<file path="config.mk">
export PLATFORM = sky130hd
export DESIGN_NAME = cache_req_sequencer
export DESIGN_NICKNAME = d
export VERILOG_FILES = /design/src/rtl/cache_req_sequencer.sv
export SDC_FILE = /design/constraint.sdc
export NUM_CORES = 1
export LEC_CHECK = 0
export BUFFER_PORTS_ARGS = -buffer_cell sky130_fd_sc_hd__buf_4
export CAP_MARGIN = 10
export CELL_PAD_IN_SITES_DETAIL_PLACEMENT = 0
export CELL_PAD_IN_SITES_GLOBAL_PLACEMENT = 2
export CORE_ASPECT_RATIO = 2
export CORE_MARGIN = 5
export CORE_UTILIZATION = 53
export DETAILED_ROUTE_END_ITERATION = 8
export PLACE_DENSITY = 0.9
export SETUP_SLACK_MARGIN = 0.3
export SKIP_CTS_REPAIR_TIMING = 1
export SLEW_MARGIN = 20
export SYNTH_ARGS = -nofsm -noshare
export SYNTH_HDL_FRONTEND = slang
export SYNTH_SLANG_ARGS = --single-unit
</file>
<file path="constraint.sdc">
create_clock -name clock -period 23.1 [get_ports clock]
set_input_delay 4.62 -clock clock [delete_from_list [all_inputs] [get_ports clock]]
set_output_delay 4.62 -clock clock [all_outputs]
set_load 0.05 [all_outputs]
</file>
<file path="src/rtl/cache_req_sequencer.sv">
// cache_req_sequencer: programmable request sequencer that drives the CPU side
// of a cache under test. A DEPTH-entry program is replayed in order; each
// request advances only on a hit, read data is compared against the entry's
// expected value, and a run aborts when one request stalls for too long.
// Optional feature: define SEQ_LOOP_EN to replay the program continuously
// until a stop (start during a run) or a stall timeout.
module cache_req_sequencer #(
  parameter int ADDR_W  = 10,
  parameter int DATA_W  = 32,
  parameter int DEPTH   = 16,
  parameter int TIMEOUT = 64,
  localparam int IDX_W  = $clog2(DEPTH)
) (
  input  logic              clock,
  input  logic              reset,
  input  logic              prog_we,
  input  logic [IDX_W-1:0]  prog_idx,
  input  logic              prog_rw,
  input  logic [ADDR_W-1:0] prog_addr,
  input  logic [DATA_W-1:0] prog_wdata,
  input  logic              prog_chk,
  input  logic [DATA_W-1:0] prog_expect,
  input  logic [IDX_W:0]    prog_len,
  input  logic              start,
  input  logic              hit_miss,
  input  logic [DATA_W-1:0] Read_Data,
  output logic              req_valid,
  output logic              read_write,
  output logic [ADDR_W-1:0] address,
  output logic [DATA_W-1:0] write_data,
  output logic              busy,
  output logic              done,
  output logic              timeout,
  output logic [7:0]        err_count,
  output logic [IDX_W-1:0]  first_err_idx,
  output logic              err_valid,
  output logic [7:0]        pass_count
);

  localparam int WAIT_W = $clog2(TIMEOUT + 1);

`ifdef SEQ_LOOP_EN
  localparam bit LOOP = 1'b1;
`else
  localparam bit LOOP = 1'b0;
`endif

  typedef enum logic [1:0] {IDLE, RUN, DONE} state_t;

  state_t            state_q;
  logic [IDX_W-1:0]  idx_q;
  logic [IDX_W:0]    len_q;
  logic [WAIT_W-1:0] wait_q;
  logic              done_q;
  logic              timeout_q;
  logic [7:0]        err_cnt_q;
  logic [IDX_W-1:0]  first_err_q;
  logic              err_valid_q;
  logic [7:0]        pass_q;

  logic              mem_rw_q    [DEPTH];
  logic [ADDR_W-1:0] mem_addr_q  [DEPTH];
  logic [DATA_W-1:0] mem_wdata_q [DEPTH];
  logic              mem_chk_q   [DEPTH];
  logic [DATA_W-1:0] mem_exp_q   [DEPTH];

  logic run_d;
  logic stall_out_d;
  logic stop_d;
  logic mismatch_d;
  logic last_d;

  function automatic logic [7:0] sat_inc8(input logic [7:0] v);
    return (v == 8'hFF) ? v : v + 8'd1;
  endfunction

  // Decode of the current request: abort/stop conditions, compare result, last entry
  always_comb begin
    run_d       = (state_q == RUN);
    stall_out_d = run_d && (wait_q == WAIT_W'(TIMEOUT));
    stop_d      = LOOP && run_d && start;
    mismatch_d  = !mem_rw_q[idx_q] && mem_chk_q[idx_q] &&
                  (Read_Data != mem_exp_q[idx_q]);
    last_d      = ({1'b0, idx_q} == (len_q - (IDX_W + 1)'(1)));
  end

  // Program memory: loadable only while no run is active; never cleared by reset
  always_ff @(posedge clock) begin
    if (prog_we && !run_d) begin
      mem_rw_q[prog_idx]    <= prog_rw;
      mem_addr_q[prog_idx]  <= prog_addr;
      mem_wdata_q[prog_idx] <= prog_wdata;
      mem_chk_q[prog_idx]   <= prog_chk;
      mem_exp_q[prog_idx]   <= prog_expect;
    end
  end

  // Run-control FSM with status/statistics registers
  always_ff @(posedge clock) begin
    if (reset) begin
      state_q     <= IDLE;
      idx_q       <= '0;
      len_q       <= '0;
      wait_q      <= '0;
      done_q      <= 1'b0;
      timeout_q   <= 1'b0;
      err_cnt_q   <= '0;
      first_err_q <= '0;
      err_valid_q <= 1'b0;
      pass_q      <= '0;
    end else begin
      case (state_q)
        IDLE, DONE: begin
          if (start) begin
            len_q       <= prog_len;
            idx_q       <= '0;
            wait_q      <= '0;
            timeout_q   <= 1'b0;
            err_cnt_q   <= '0;
            first_err_q <= '0;
            err_valid_q <= 1'b0;
            if (prog_len == '0) begin
              // Empty program: complete immediately without issuing anything
              state_q <= DONE;
              done_q  <= 1'b1;
              pass_q  <= LOOP ? 8'd0 : 8'd1;
            end else begin
              state_q <= RUN;
              done_q  <= 1'b0;
              pass_q  <= '0;
            end
          end
        end
        RUN: begin
          if (stop_d) begin
            state_q   <= DONE;
            done_q    <= 1'b1;
            timeout_q <= 1'b0;
          end else if (stall_out_d) begin
            // Stall budget exhausted: abort, idx keeps the stalled entry
            state_q   <= DONE;
            done_q    <= 1'b1;
            timeout_q <= 1'b1;
          end else if (hit_miss) begin
            wait_q <= '0;
            if (mismatch_d) begin
              err_cnt_q <= sat_inc8(err_cnt_q);
              if (!err_valid_q) begin
                err_valid_q <= 1'b1;
                first_err_q <= idx_q;
              end
            end
            if (last_d) begin
              if (LOOP) begin
                idx_q  <= '0;
                pass_q <= sat_inc8(pass_q);
              end else begin
                state_q <= DONE;
                done_q  <= 1'b1;
                pass_q  <= 8'd1;
              end
            end else begin
              idx_q <= idx_q + IDX_W'(1);
            end
          end else begin
            wait_q <= wait_q + WAIT_W'(1);
          end
        end
        default: state_q <= IDLE;
      endcase
    end
  end

  // Request outputs mirror the current entry only while running
  always_comb begin
    req_valid  = run_d;
    busy       = run_d;
    read_write = run_d ? mem_rw_q[idx_q]    : 1'b0;
    address    = run_d ? mem_addr_q[idx_q]  : '0;
    write_data = run_d ? mem_wdata_q[idx_q] : '0;
  end

  assign done          = done_q;
  assign timeout       = timeout_q;
  assign err_count     = err_cnt_q;
  assign first_err_idx = first_err_q;
  assign err_valid     = err_valid_q;
  assign pass_count    = pass_q;

endmodule

</file>
==> summary.md, run 1 <==
| Metric | Value |
|---|---|
| Setup Skew | 22.6 ps |
| Routed wire per std cell | 30.4 µm |
| CTS tree | built |
| Synth area leader | edfxtp_1 |
| Vias/cell | 6.23 |
| GRT overflow | 0 |
| CTS sink cnt | 1254 |
| Place WS | 14860 ps |
| Final setup viols | 0 |
| Die ar. | 0.0981 mm² |
| Yosys top cell area share | 0.752 |
| Starting Density | 0.532 |
| Placed Area | 0.0514 mm² |
| Gr usage total | 0.229 |
| Sequential cell area fraction in the yosys report | 0.768 |
| Area Overhead vs Synth | 12.7% |
| Slew Limit Fails | 0 |
| Max Root-Sink Buffers | 3 |
| Nets | 2502 |
| Max VDD drop | 73.8 µV |
| CP Cell Sequence | buf_4, mux4_2, mux4_2, and2_1, buf_4 |
| Commonest non-fill, non-tap cell in the layout | edfxtp_1 |
| Total Neg Setup Slack | 0 ps |
| Max Cap Viol | 0 |
| Req. time, crit path | 18480 ps |
| Min Clock Period, post-route | 8800 ps |
| Final RePlAce weighted congestion | 0.807 |
| Rows | 157 |
| WS Path Type | reg2out |
| Fin util | 0.599 |
| Ports | 190 |
| Post-synthesis sequential element count | 1254 |
| CP arrival | 4180 ps |
| Synth cell types | 60 |
| Clk slew on worst S/H paths | 70 ps |
| Inserted Clock Buffers | 104 |
| Slowest cell on the critical path | dfxtp_4 |
| RSZ-0062 raised after global routing | no |
| # DRC | 0 |
| FFs w/ async S/R, synth | 0 |
| CTS H-tree lvls | 3 |
| First-pass GRT wire length | 163000 µm |
| Final period utilization | 0.381 |
| Crit. End Element | output pin |
| Hold Vio Cnt, Final | 0 |
| Most frequent cells in the layout | edfxtp_1, mux4_2, buf_4, clkbuf_16, mux2i_1 |
| Status | finished, final reports clean |
| Number of flops mapped to enable cells by yosys | 1216 |
| Number of buffers added on ports | 182 |
| Power Dens Cells | 81.8 mW/mm² |
| Critical Path Max Stage Delay | 970 ps |
| Root Driver | clkbuf_16 |
| Vias in the first global route | 24000 |
| Syn_area_per_cell | 22.7 µm² |
| Synth area leaders | edfxtp_1, mux4_2, mux2i_1 |
| Die height | 438 µm |
| Area of the mapped netlist | 0.0486 mm² |
| Die width | 224 µm |
| Critical path peak fanout | 50 |
| Initial DRC Count | 2315 |
| Largest net degree at the start of global routing | 81 |
| Max_slew headroom | 0.247 |
| Fmax achieved | 114 MHz |
| Top_reg_cell synth | edfxtp_1 |
| Number of routed nets with antenna violations | 0 |
| Initial antenna violation count | 13 |
| Vias after detailed routing | 22800 |
| Synth warn | 0 |
| Worst Max-Slew Pin Slew | 1130 ps |
| Fin area | 0.0547 mm² |
| Final WL | 111000 µm |
| Worst Setup Start Kind | flip-flop |
| DRT Pass-1 Iters | 7 |
| Clock latency on the worst-skew pair | 700 ps |
| Final WS setup | 14300 ps |
| Layout cell share with drive strength beyond 1 | 0.306 |
| Post-DP HPWL | 61900 µm |
| Fillers | 6242 |
| Pleak | 16.8 nW |
| Syn Inst Count | 2140 |
| Tightest Hold Check Type | reg2reg |
| Core area | 0.0913 mm² |
-- per-layer routing --
layer	wire length, µm	global-route usage	vias to the layer above
li1	-	-	9468
met1	41100	0.294	12200
met2	59200	0.398	945
met3	7850	0.0431	175
met4	3020	0.0715	8
met5	59	0	-
-- final timing paths --
path / slack [ps] / cells past startpoint / start / end
max: 14300 / 5 / flip-flop / write_data[18]
min: 490 / 2 / pass_count[0]$_SDFFE_PP0P_ / pass_count[0]$_SDFFE_PP0P_
max reg2reg: 17630 / 11 / flip-flop / err_count[0]$_SDFFE_PP0P_
min reg2reg: 490 / 2 / pass_count[0]$_SDFFE_PP0P_ / pass_count[0]$_SDFFE_PP0P_
-- registers in the layout, indices dropped and copies added, names as in the netlist, 2 cells and up, named ones only --
register       flops
err_count          8
idx_q              4
mem_rw_q          16
mem_chk_q         16
mem_addr_q       160
first_err_idx      4
mem_wdata_q      512
wait_q             7
state_q            2
len_q              5
mem_exp_q        512
-- cell type report --
class,count,area [µm²],area share
Sequential cell,1254,37300,0.681
Multi-Input combinational cell,769,10800,0.197
Clock buffer,120,2730,0.0498
Timing Repair Buffer,234,1780,0.0325
Tap cell,1192,1490,0.0273
Clock inverter,73,607,0.0111
Inverter,12,45.0,0.000823
Antenna cell,9,22.5,0.000412
-- cell families (layout without fill, tap and decap cells) --
| group | count (synthesis) | in the layout | share of synthesized area |
|---|---|---|---|
| buf+inv | 123 | 439 | 0.0133 |
| flops | 1254 | 1254 | 0.768 |
| mux | 416 | 416 | 0.173 |
| simple gates | 192 | 192 | 0.0215 |
| compound gates | 96 | 96 | 0.0136 |
| fa+ha+maj | 5 | 5 | 0.00129 |
| xor+xnor | 53 | 53 | 0.00956 |
| other cells | 1 | 16 | 0.0000772 |
-- metrics by stage --
stage          hold slack, ps  instances  power [mW]
5_1_grt                   495       3656        4.62
6_report                  486       3663        4.47
4_1_cts                   484       3654        4.51
2_1_floorplan             446       2146        2.70
3_5_place_dp              464       3461        2.80
3_3_place_gp              462       3461        2.79
-- Yosys cell counts, types with 7 or more instances --
cell	instances
a221oi_1	7
dfxtp_1	38
buf_1	11
o211ai_1	7
buf_6	7
and2_1	44
nor2_1	48
o21ai_0	15
inv_1	11
nor3_1	12
buf_2	31
nand2_1	28
buf_4	20
xnor2_1	23
edfxtp_1	1216
mux2i_1	77
nand3_1	8
clkbuf_1	41
nand4_1	7
nand2b_1	13
mux4_2	330
a21oi_1	23
a22oi_1	12
xor2_1	30
nor2b_1	7
-- worst max-delay path, delay by kind of cell (launching register included) --
family | cells | cell delay [ps]
AND/OR/NAND/NOR | 1 | 190
multiplexers | 2 | 1150
buffers and inverters | 2 | 1080
flip-flops | 1 | 970
-- power breakdown --
group / internal, mW / switching [mW] / total [mW] / leakage [nW]
clock network: 0.930 / 0.801 / 1.73 / 1.61
logic: 0.0811 / 0.132 / 0.213 / 3.95
registers: 2.52 / 0.0108 / 2.53 / 11.3
Power figures use the tool's default switching activity.
==> run 2: changes to the inputs <==
--- a/config.mk
+++ b/config.mk
@@ -5,15 +5,16 @@
 export SDC_FILE = /design/constraint.sdc
 export NUM_CORES = 1
 export LEC_CHECK = 0
+export ABC_AREA = 1
 export BUFFER_PORTS_ARGS = -buffer_cell sky130_fd_sc_hd__buf_4
 export CAP_MARGIN = 10
 export CELL_PAD_IN_SITES_DETAIL_PLACEMENT = 0
 export CELL_PAD_IN_SITES_GLOBAL_PLACEMENT = 2
 export CORE_ASPECT_RATIO = 2
 export CORE_MARGIN = 5
-export CORE_UTILIZATION = 53
+export CORE_UTILIZATION = 43
 export DETAILED_ROUTE_END_ITERATION = 8
-export PLACE_DENSITY = 0.9
+export PLACE_DENSITY = 0.85
 export SETUP_SLACK_MARGIN = 0.3
 export SKIP_CTS_REPAIR_TIMING = 1
 export SLEW_MARGIN = 20
==> constraint.sdc (replaced) <==
create_clock -name clock -period 9 [get_ports clock]
set_input_delay 1.8 -clock clock [delete_from_list [all_inputs] [get_ports clock]]
set_output_delay 1.8 -clock clock [all_outputs]
set_load 0.05 [all_outputs]
==> run 2 against run 1 <==
Worst hold slack lost 21 ps. Flip-flop and latch count unchanged. Register-to-register slack got worse by 13000 ps. Cell area rose by 3.8%. Worst setup slack got worse by 11000 ps. Critical endpoint is now read_write. Wire length increased by 26%. Largest power group unchanged. Utilization down 12 points. Sequential power grew to 2.6 times the previous value. First-iteration DRC count is 26% higher. Non-clock buffer count down 1. Combinational power rose to 7.6 times the previous value. Power increased to 2.9 times the previous value.
==> summary.md, run 2 <==
| Metric | Value |
|---|---|
| Status | finished, final reports clean |
| Vias after detailed routing | 32500 (+42%) |
| Critical path peak fanout | 179 (+260%) |
| Final RePlAce weighted congestion | 0.745 (-7.7%) |
| R2r worst-path depth | 21 (+10) |
| Top_reg_cell synth | edfxtp_1 |
| Clock latency on the worst-skew pair | 730 ps (+30 ps) |
| Area Overhead vs Synth | 12.1% |
| WS Path Type | reg2out |
| Met2 Track Usage GR | 0.386 (-0.0121) |
| RSZ-0062 raised after global routing | no |
| Most frequent cells in the layout | edfxtp_1, nand2_1, nor2_1, o21ai_0, nand3_1 |
| Die width | 253 µm (+13%) |
| Max Root-Sink Buffers | 3 (unchanged) |
| Multiplexer area fraction after synthesis | 0 (-0.173) |
| Max Cap Viol | 0 (unchanged) |
| Vias in the first global route | 32300 (+35%) |
| Die ar. | 0.125 mm² (+28%) |
| Met3 GRT Util | 0.0374 (-0.00574) |
| Post-synthesis compound-gate area fraction | 0.0921 (+0.0785) |
| Top cells by count, synth | edfxtp_1, nand2_1, nor2_1 |
| Place WS | 3830 ps (-11030 ps) |
| Yosys top cell area share | 0.721 (-0.0316) |
| Worst Max-Slew Pin Slew | 1340 ps (+210 ps) |
| CP arrival | 4280 ps (+100 ps) |
| Final period utilization | 0.676 |
| Hold Path End | wait_q[6]$_SDFFE_PP0P_ |
| Synth cell types | 38 (-37%) |
| Max_slew headroom | 0.107 (-0.140) |
| Met1 Use GR | 0.288 (-0.00637) |
| Req. time, crit path | 7200 ps (-11280 ps) |
| GRT overflow | 0 (unchanged) |
| CTS tree | built |
| FFs w/ async S/R, synth | 0 (unchanged) |
| Crit. End Element | output pin |
| Layout cell share with drive strength beyond 1 | 0.0959 (-0.210) |
| GRT Max-Usage Layer | met2 |
| Syn Inst Count | 4147 (+94%) |
| Reg area | 0.0373 mm² (unchanged) |
| Starting Density | 0.432 (-0.0997) |
| Slew Limit Fails | 0 (unchanged) |
| Fin util | 0.484 (-0.115) |
| Ports | 190 (unchanged) |
| Flop-to-flop setup slack | 4410 ps (-13220 ps) |
| Synth warn | 0 (unchanged) |
| Number of routed nets with antenna violations | 0 (unchanged) |
| Top Registers | mem_exp_q (512), mem_wdata_q (512), mem_addr_q (160) |
| Setup Skew | 27.2 ps (+4.61 ps) |
| Core area | 0.117 mm² (+28%) |
| Synth area leader | edfxtp_1 |
| Hold Vio Cnt, Final | 0 (unchanged) |
| First-pass GRT wire length | 209000 µm (+28%) |
| Number of flops mapped to enable cells by yosys | 1216 (unchanged) |
| Max VDD drop | 206 µV (+180%) |
| Die height | 496 µm (+13%) |
| Tightest Hold Check Type | reg2reg |
| Nets | 4349 (+74%) |
| Placed Area | 0.0534 mm² (+3.9%) |
| # DRC | 0 (unchanged) |
| CTS H-tree lvls | 3 (unchanged) |
| Fmax achieved | 164 MHz |
| Initial antenna violation count | 7 (-6) |
| Pleak | 19.8 nW (+18%) |
| DRT Pass-1 Iters | 8 (+1) |
| Routed wire per std cell | 24.0 µm (-21%) |
| Final setup viols | 0 (unchanged) |
| Synth area leaders | edfxtp_1, nand2_1, o21ai_0 |
| Final WS setup | 2920 ps (-11380 ps) |
| Clk slew on worst S/H paths | 70 ps (about the same) |
| Commonest non-fill, non-tap cell in the layout | edfxtp_1 |
| Worst Setup Start Kind | flip-flop |
| Post-DP HPWL | 70500 µm (+14%) |
| Xor/xnor cell area share of the yosys netlist | 0.000864 (-0.00870) |
| Root Driver | clkbuf_16 |
| Syn_area_per_cell | 12.2 µm² (-46%) |
| Top-count cell post-synth | edfxtp_1 |
| Power Dens Cells | 225 mW/mm² (+180%) |
| Post-Synth Simple-Gate Area | 0.129 (+0.108) |
| Multi-input logic area | 0.0115 mm² (+6.5%) |
| Post-synthesis sequential element count | 1254 (unchanged) |
| Largest net degree at the start of global routing | 216 (+170%) |
| Hold Crit Depth | 2 (unchanged) |
| Final WL | 140000 µm (+26%) |
| Rows | 178 (+13%) |
| Inserted Clock Buffers | 106 (+1.9%) |
| Worst reg2reg endpoint | err_count[7]$_SDFFE_PP0P_ |
| Worst hold slack | 465 ps (-20.7 ps) |
| Initial DRC Count | 2915 (+26%) |
| Fin area | 0.0568 mm² (+3.8%) |
| Largest family of logic cells by synthesized area | simple AND/OR/NAND/NOR gates |
| Area of the mapped netlist | 0.0507 mm² (+4.4%) |
| Number of buffers added on ports | 182 (unchanged) |
| Sequential cell area fraction in the yosys report | 0.736 (-0.0322) |
| Min Clock Period, post-route | 6080 ps |
| Hold_sp | wait_q[6]$_SDFFE_PP0P_ |
| Vias/cell | 5.57 (-11%) |
| Gr usage total | 0.220 (-0.00816) |
| Fillers | 10300 (+65%) |
| Total Neg Setup Slack | 0 ps (unchanged) |
| Post-Synth Adder-Cell Area | 0.00123 (-0.0000541) |
| CTS sink cnt | 1254 (unchanged) |
## run 2: cell count changes in the layout (fill, tap and decap cells not counted), moves of 50 or more
cell / before / now
mux4_2: 330 / 0
a21oi_1: 23 / 73
nand2_1: 28 / 713
o221ai_1: 0 / 119
inv_1: 10 / 208
nor2_1: 36 / 541
o22ai_1: 2 / 57
nand3_1: 8 / 310
o211ai_1: 7 / 84
mux2i_1: 77 / 0
o21ai_0: 15 / 424
## run 2: how the worst max path moves through the flow
| stage | slack, ps | startpoint | cells past startpoint | end |
|---|---|---|---|---|
| finish | 2920 | flip-flop | 7 | read_write |
| global route | 2880 | flip-flop | 7 | address[7] |
| CTS | 3040 | flip-flop | 7 | write_data[31] |
| detailed placement | 3830 | flip-flop | 7 | write_data[31] |
| global placement | 3780 | flip-flop | 7 | write_data[31] |
| floorplan | 3140 | prog_we | 4 | mem_addr_q[11][0]$_DFFE_PP_ |
## run 2: power breakdown
part / switching (mW) / internal, mW / total (mW) / leakage (nW)
clock: 2.09 / 2.52 / 4.61 / 1.65
sequential: 0.0464 / 6.51 / 6.56 / 11.3
combinational: 1.20 / 0.415 / 1.61 / 6.86
## run 2: final cells by class
type                       count  area share
inverter                     213      0.0147
timing repair buffer         233      0.0334
clock buffer                 133      0.0485
tap                         1530      0.0337
antenna                        2   0.0000881
multi-input combinational   2414       0.202
sequential                  1254       0.657
clock inverter                60      0.0112
## run 2: cell families after synthesis
family | count (synthesis)
adders and majority gates | 5
DFF | 1254
xor gates and xnor gates | 5
other | 1
and+or+nand+nor | 1616
AOI/OAI and AO/OA | 781
buffers and inverters | 485
## run 2: critical path, stage by stage (launching register included)
cell and delay, ps:
dfxtp_4 380, buf_4 670, buf_12 510, o21ai_0 220, o221ai_1 270, o211ai_2 130, a21oi_1 490, buf_4 300
## run 2: metal layers
metal  part of all wire  vias to the layer above
met2               0.51                     1012
met5            0.00046                        -
met3              0.057                      213
met4              0.022                       10
li1                   -                    15000
met1               0.41                    16300
## run 2: metrics by stage
| step | cells | power, mW |
|---|---|---|
| 6_report | 5839 | 12.8 |
| 5_1_grt | 5838 | 13.3 |
| 4_1_cts | 5836 | 12.9 |
| 3_5_place_dp | 5643 | 8.31 |
| 3_3_place_gp | 5643 | 8.30 |
| 2_1_floorplan | 4153 | 7.77 |
